===== src/rtl/beam_trigger_pkg.sv =====
// Shared widths, sample-word layout and beam delay rule for the beam power trigger.
package beam_trigger_pkg;

  localparam int unsigned NCHAN        = 8;
  localparam int unsigned NSAMP        = 8;
  localparam int unsigned SAMP_BITS    = 5;
  localparam int unsigned BEAMSUM_BITS = 8;
  localparam int unsigned SQ_BITS      = 15;
  localparam int unsigned POWER_BITS   = 18;

  // word[c][s] is channel c, sample s (sample 0 oldest), two's complement
  typedef logic [NCHAN-1:0][NSAMP-1:0][SAMP_BITS-1:0] word_t;
  typedef logic [POWER_BITS-1:0] power_t;

  localparam power_t THRESH_RESET = '1;

  function automatic int unsigned beam_delay(input int unsigned b, input int unsigned c);
    return (b * c) % NSAMP;
  endfunction

endpackage


===== src/rtl/beam_trigger_beam_power.sv =====
// One delay-and-sum beam: sum, square and 8-sample window accumulate, one register per stage.
module beam_power
  import beam_trigger_pkg::*;
#(
  parameter int unsigned BEAM = 0
) (
  input  logic   clk_i,
  input  logic   rst_ni,
  input  word_t  cur_word,
  input  word_t  prev_word,
  output power_t power
);

  logic signed [SAMP_BITS-1:0]    tap   [NSAMP][NCHAN];
  logic signed [BEAMSUM_BITS-1:0] sum_c [NSAMP];
  logic signed [BEAMSUM_BITS-1:0] sum_q [NSAMP];
  logic        [SQ_BITS-1:0]      sq_q  [NSAMP];
  power_t                         power_c;

  // Delayed taps that fall before sample 0 reach into the previous word
  for (genvar s = 0; s < NSAMP; s++) begin : g_samp
    for (genvar c = 0; c < NCHAN; c++) begin : g_chan
      localparam int K = s - int'(beam_delay(BEAM, c));
      if (K >= 0) begin : g_cur
        assign tap[s][c] = cur_word[c][K];
      end else begin : g_prev
        assign tap[s][c] = prev_word[c][K + NSAMP];
      end
    end
  end

  always_comb begin
    for (int unsigned s = 0; s < NSAMP; s++) begin
      sum_c[s] = '0;
      for (int unsigned c = 0; c < NCHAN; c++) begin
        sum_c[s] = sum_c[s] + BEAMSUM_BITS'(tap[s][c]);
      end
    end
  end

  always_comb begin
    power_c = '0;
    for (int unsigned s = 0; s < NSAMP; s++) begin
      power_c = power_c + POWER_BITS'(sq_q[s]);
    end
  end

  // Square is taken in 15-bit context; (-128)^2 = 16384 still fits unsigned
  always_ff @(posedge clk_i or negedge rst_ni) begin
    if (!rst_ni) begin
      for (int unsigned s = 0; s < NSAMP; s++) begin
        sum_q[s] <= '0;
        sq_q[s]  <= '0;
      end
      power <= '0;
    end else begin
      for (int unsigned s = 0; s < NSAMP; s++) begin
        sum_q[s] <= sum_c[s];
        sq_q[s]  <= SQ_BITS'(sum_q[s]) * SQ_BITS'(sum_q[s]);
      end
      power <= power_c;
    end
  end

endmodule


===== src/rtl/beam_power_trigger.sv =====
// Per-beam power trigger: input/previous-word capture, staged thresholds and strict compare.
module beam_power_trigger
  import beam_trigger_pkg::*;
#(
  parameter int unsigned NBEAMS    = 2,
  parameter string       WBCLKTYPE = "PSCLK",
  parameter string       CLKTYPE   = "ACLK"
) (
  input  logic                                    clk_i,
  input  logic                                    rst_ni,
  input  logic [NCHAN-1:0][NSAMP*SAMP_BITS-1:0]   data_i,
  input  logic [POWER_BITS-1:0]                   thresh_i,
  input  logic [NBEAMS-1:0]                       thresh_ce_i,
  input  logic                                    update_i,
  output logic [NBEAMS-1:0]                       trigger_o
);

  word_t             cur_q;
  word_t             prev_q;
  power_t            pend_q  [NBEAMS];
  power_t            act_q   [NBEAMS];
  power_t            beam_pw [NBEAMS];
  logic [NBEAMS-1:0] trig_c;

  always_ff @(posedge clk_i or negedge rst_ni) begin
    if (!rst_ni) begin
      cur_q  <= '0;
      prev_q <= '0;
    end else begin
      cur_q  <= data_i;
      prev_q <= cur_q;
    end
  end

  // Update copies the pre-edge pending value, so a same-cycle load waits for the next update
  always_ff @(posedge clk_i or negedge rst_ni) begin
    if (!rst_ni) begin
      for (int unsigned b = 0; b < NBEAMS; b++) begin
        pend_q[b] <= THRESH_RESET;
        act_q[b]  <= THRESH_RESET;
      end
    end else begin
      for (int unsigned b = 0; b < NBEAMS; b++) begin
        if (thresh_ce_i[b]) pend_q[b] <= thresh_i;
        if (update_i)       act_q[b]  <= pend_q[b];
      end
    end
  end

  for (genvar b = 0; b < NBEAMS; b++) begin : g_beam
    beam_power #(
      .BEAM (b)
    ) u_beam_power (
      .clk_i     (clk_i),
      .rst_ni    (rst_ni),
      .cur_word  (cur_q),
      .prev_word (prev_q),
      .power     (beam_pw[b])
    );
  end

  always_comb begin
    trig_c = '0;
    for (int unsigned b = 0; b < NBEAMS; b++) begin
      trig_c[b] = beam_pw[b] > act_q[b];
    end
  end

  always_ff @(posedge clk_i or negedge rst_ni) begin
    if (!rst_ni) trigger_o <= '0;
    else         trigger_o <= trig_c;
  end

endmodule


===== config.mk =====
export PLATFORM = sky130hd
export DESIGN_NAME = beam_power_trigger
export DESIGN_NICKNAME = d
export VERILOG_FILES = /design/src/rtl/beam_trigger_pkg.sv /design/src/rtl/beam_trigger_beam_power.sv /design/src/rtl/beam_power_trigger.sv
export SDC_FILE = /design/constraint.sdc
export NUM_CORES = 2
export LEC_CHECK = 0
export CAP_MARGIN = 5
export CORE_MARGIN = 10
export CORE_UTILIZATION = 57
export CTS_BUF_LIST = sky130_fd_sc_hd__clkbuf_4 sky130_fd_sc_hd__clkbuf_8 sky130_fd_sc_hd__clkbuf_16
export CTS_CLUSTER_SIZE = 24
export DETAILED_ROUTE_END_ITERATION = 6
export GPL_TIMING_DRIVEN = 0
export PLACE_DENSITY = 0.79
export SYNTH_ARGS = -nofsm -noshare
export SYNTH_HDL_FRONTEND = slang
export SYNTH_SLANG_ARGS = --single-unit

===== constraint.sdc =====
create_clock -name clk_i -period 4.98 [get_ports clk_i]
set_input_delay 0.498 -clock clk_i [delete_from_list [all_inputs] [get_ports clk_i]]
set_output_delay 0.498 -clock clk_i [all_outputs]
set_load 0.01 [all_outputs]

==> impl_metrics.yaml <==
clock_tree:
  clock-sinks: 922
  cts_max_level: 3
  cts_made_buffers: 105
  cts_tree: "done"
  root_buffer: "clkbuf_16"
  clkTransAtPathRegs_ns: 0.07
  insertion_delay_ns: 0.76
  cts_max_path_buffers: 3
setup_path:
  crit_path_end_kind: "flop"
  critPathLaunchType: "flop"
  crit_required_ns: 5.64
  critPathMaxFanout: 4
  worst-setup-path-type: "reg2reg"
  crit_arrival_ns: 6.32
floorplan:
  dieArea_um2: 154000
  die_w_um: 392
  core_area_um2: 138000
  die_y_um: 392
  initial_core_util: 0.574
  ios: 345
  row_count: 136
placement:
  gp_congestion: 0.963
  place_ws_ns: -1.15
  dp_cells: 9130
  io_buffers: 341
  place_hpwl_um: 180000
status:
  status: "finished, violations left"
  violations: "setup timing"
global_routing:
  grt_max_degree: 124
  grt-ovfl-total: 0
  antenna_found_initial: 13
  grt_pass1_vias: 54900
  grt_pass1_wl_um: 327000
  grt_usage: 0.286
synth:
  syn_area_per_cell_um2: 11.3
  synth_area_um2: 79000
  synth-edff-count: 0
  syn-instance-count: 6981
  ys_seq_area_frac: 0.293
  synth-main-ff-cell: "dfrtp_1"
  ys_types: 67
  synthArstFlopShare: 1.00
  synth_seq_cells: 922
  yosysWarnings: 0
timing:
  max_slew_margin: 0.367
  fin_crit_sh: 1.14
  setup_viol: 16
  hold_violations: 0
  fin_crit_ns: 5.66
  fin_skew_ns: 0.0510
  rsz0062_at_grt: "true"
  slew_violations: 0
  timing.hold.ws_ns: 0.165
  fmax_mhz: 177
  final.setup.tns_ns: -5.70
  worst_pin_slew_ns: 0.943
  setup_slack_ns: -0.683
final_layout:
  n_fill_cell: 9844
  final_cells: 9400
  area.growth.synth_to_final_pct: 15.2
  final_common_cell: "inv_1"
  drive_gt1_frac: 0.0955
  nets: 9837
  final_cell_mix: "inv_1, fa_1, dfrtp_1"
detailed_routing:
  drc_errors: 0
  dr_total_vias: 49900
  drt_iter0_drc: 3554
  wl_per_cell_um: 22.8
  drt-total-wl_um: 214000
  dr.pass1.iters: 5
  avgViaCountPerCell: 5.31
  ant_nets: 0
hold_path:
  hp-class: "in2reg"
flow_run:
  cap_violations: 0
[worst paths after layout]
kind	start	to	slack (ns)	cells past startpoint
max	g_beam[0].u_beam_power.sq_q[108]	g_beam[0].u_beam_power.power[15]	-0.68	20
min	data_i[56]	cur_q[56]	0.16	1
max reg2reg	g_beam[0].u_beam_power.sq_q[108]	g_beam[0].u_beam_power.power[15]	-0.68	20
min reg2reg	cur_q[286]	prev_q[286]	0.40	0
max in group asynchronous	rst_ni	cur_q[106]	2.87	5
min in group asynchronous	rst_ni	g_beam[1].u_beam_power.power[14]	0.36	2
[logic make-up after synthesis]
family                     after synthesis  share of synthesized area
xor gates and xnor gates               476                     0.0528
adders and majority gates             1985                      0.440
AOI/OAI and AO/OA                      582                     0.0470
buffers and inverters                 1918                     0.0911
DFF                                    922                      0.293
and+or+nand+nor                       1047                     0.0687
muxes                                   49                    0.00686
other                                    2                  0.0000951
[worst max-delay path, cell delays in order (launching register included)]
cell and delay (ns):
dfrtp_1 0.41, ha_4 0.24, a21oi_4 0.15, o211ai_1 0.10, buf_4 0.17, o311a_1 0.31, o21ai_1 0.17, nand2b_1 0.15
xor2_4 0.32, fa_2 0.57, inv_2 0.08, fa_1 0.42, fa_2 0.58, fa_1 0.43, inv_2 0.08, ha_4 0.21
a21oi_2 0.16, nand2_2 0.11, o41ai_4 0.32, or4b_4 0.49, o211ai_1 0.11
[metrics by stage]
stage / utilization / area [µm²]
floorplan: - / 79100
detailed placement: 0.617 / 84900
finish: 0.661 / 91000
global route: 0.661 / 91000
global placement: 0.615 / 84700
CTS: 0.653 / 89800
[Yosys cell counts (all sizes together) (5+ instances only)]
cell	instances	area share
o41ai	6	0.00090
nand3	36	0.0023
inv	1832	0.087
a21oi	213	0.014
xor2	71	0.0079
fa	1323	0.34
and2	277	0.022
clkbuf	84	0.0040
o31a	11	0.0012
dfrtp	850	0.27
xnor2	405	0.045
ha	662	0.10
or4	6	0.00057
mux2	41	0.0058
a31o	8	0.00089
and3	25	0.0020
o21ai	92	0.0058
nor3	53	0.0034
nand2	289	0.014
or2	25	0.0020
o2111ai	13	0.0014
o21a	38	0.0036
a21o	94	0.0089
o31ai	5	0.00048
nand4	21	0.0017
o211ai	18	0.0018
a211oi	7	0.00067
a2111oi	10	0.0012
nor2b	89	0.0070
mux2i	8	0.0010
nand4b	8	0.00089
dfstp	72	0.024
o21bai	38	0.0036
nand2b	52	0.0041
or3	12	0.00095
a31oi	11	0.00087
nor4	8	0.00063
nor2	137	0.0065
[registers in the layout, indices dropped and copies added (netlist names)]
name / cells
cur_q: 320
g_beam.u_beam_power.sq_q: 224
prev_q: 140
g_beam.u_beam_power.sum_q: 128
act_q: 36
g_beam.u_beam_power.power: 36
pend_q: 36
trigger_o: 2
[final cells by class]
class | instances | area [µm²] | area share
diodes | 4 | 10.0 | 0.000110
plain buffers | 86 | 328 | 0.00360
clock buffers | 126 | 2870 | 0.0316
clock inverters | 74 | 881 | 0.00968
inverters | 1832 | 6880 | 0.0756
multi-input cells | 4147 | 50400 | 0.554
flip-flops and latches | 922 | 23200 | 0.255
well taps | 1794 | 2240 | 0.0247
repair buffers | 415 | 4190 | 0.0461
[timing repair]
action,4_1_cts,5_1_grt
hold endpoints to repair,45,0
endpoints found under the setup margin,43,57
hold buffers,1,0
gates resized for setup,180,208
cloned,0,0
buffers inserted,36,33
pin swaps,94,122
[per-layer routing]
| metal | part of all wire | GRT usage | up-vias |
|---|---|---|---|
| met5 | 0.00026 | 0 | - |
| met4 | 0.067 | 0.143 | 8 |
| met3 | 0.084 | 0.0688 | 472 |
| met2 | 0.45 | 0.441 | 1682 |
| met1 | 0.40 | 0.379 | 25800 |
| li1 | - | - | 21900 |
Power is left out: the tool's default activity adds up to more than one toggle a clock period on the data nets, which glitch-free logic cannot reach.
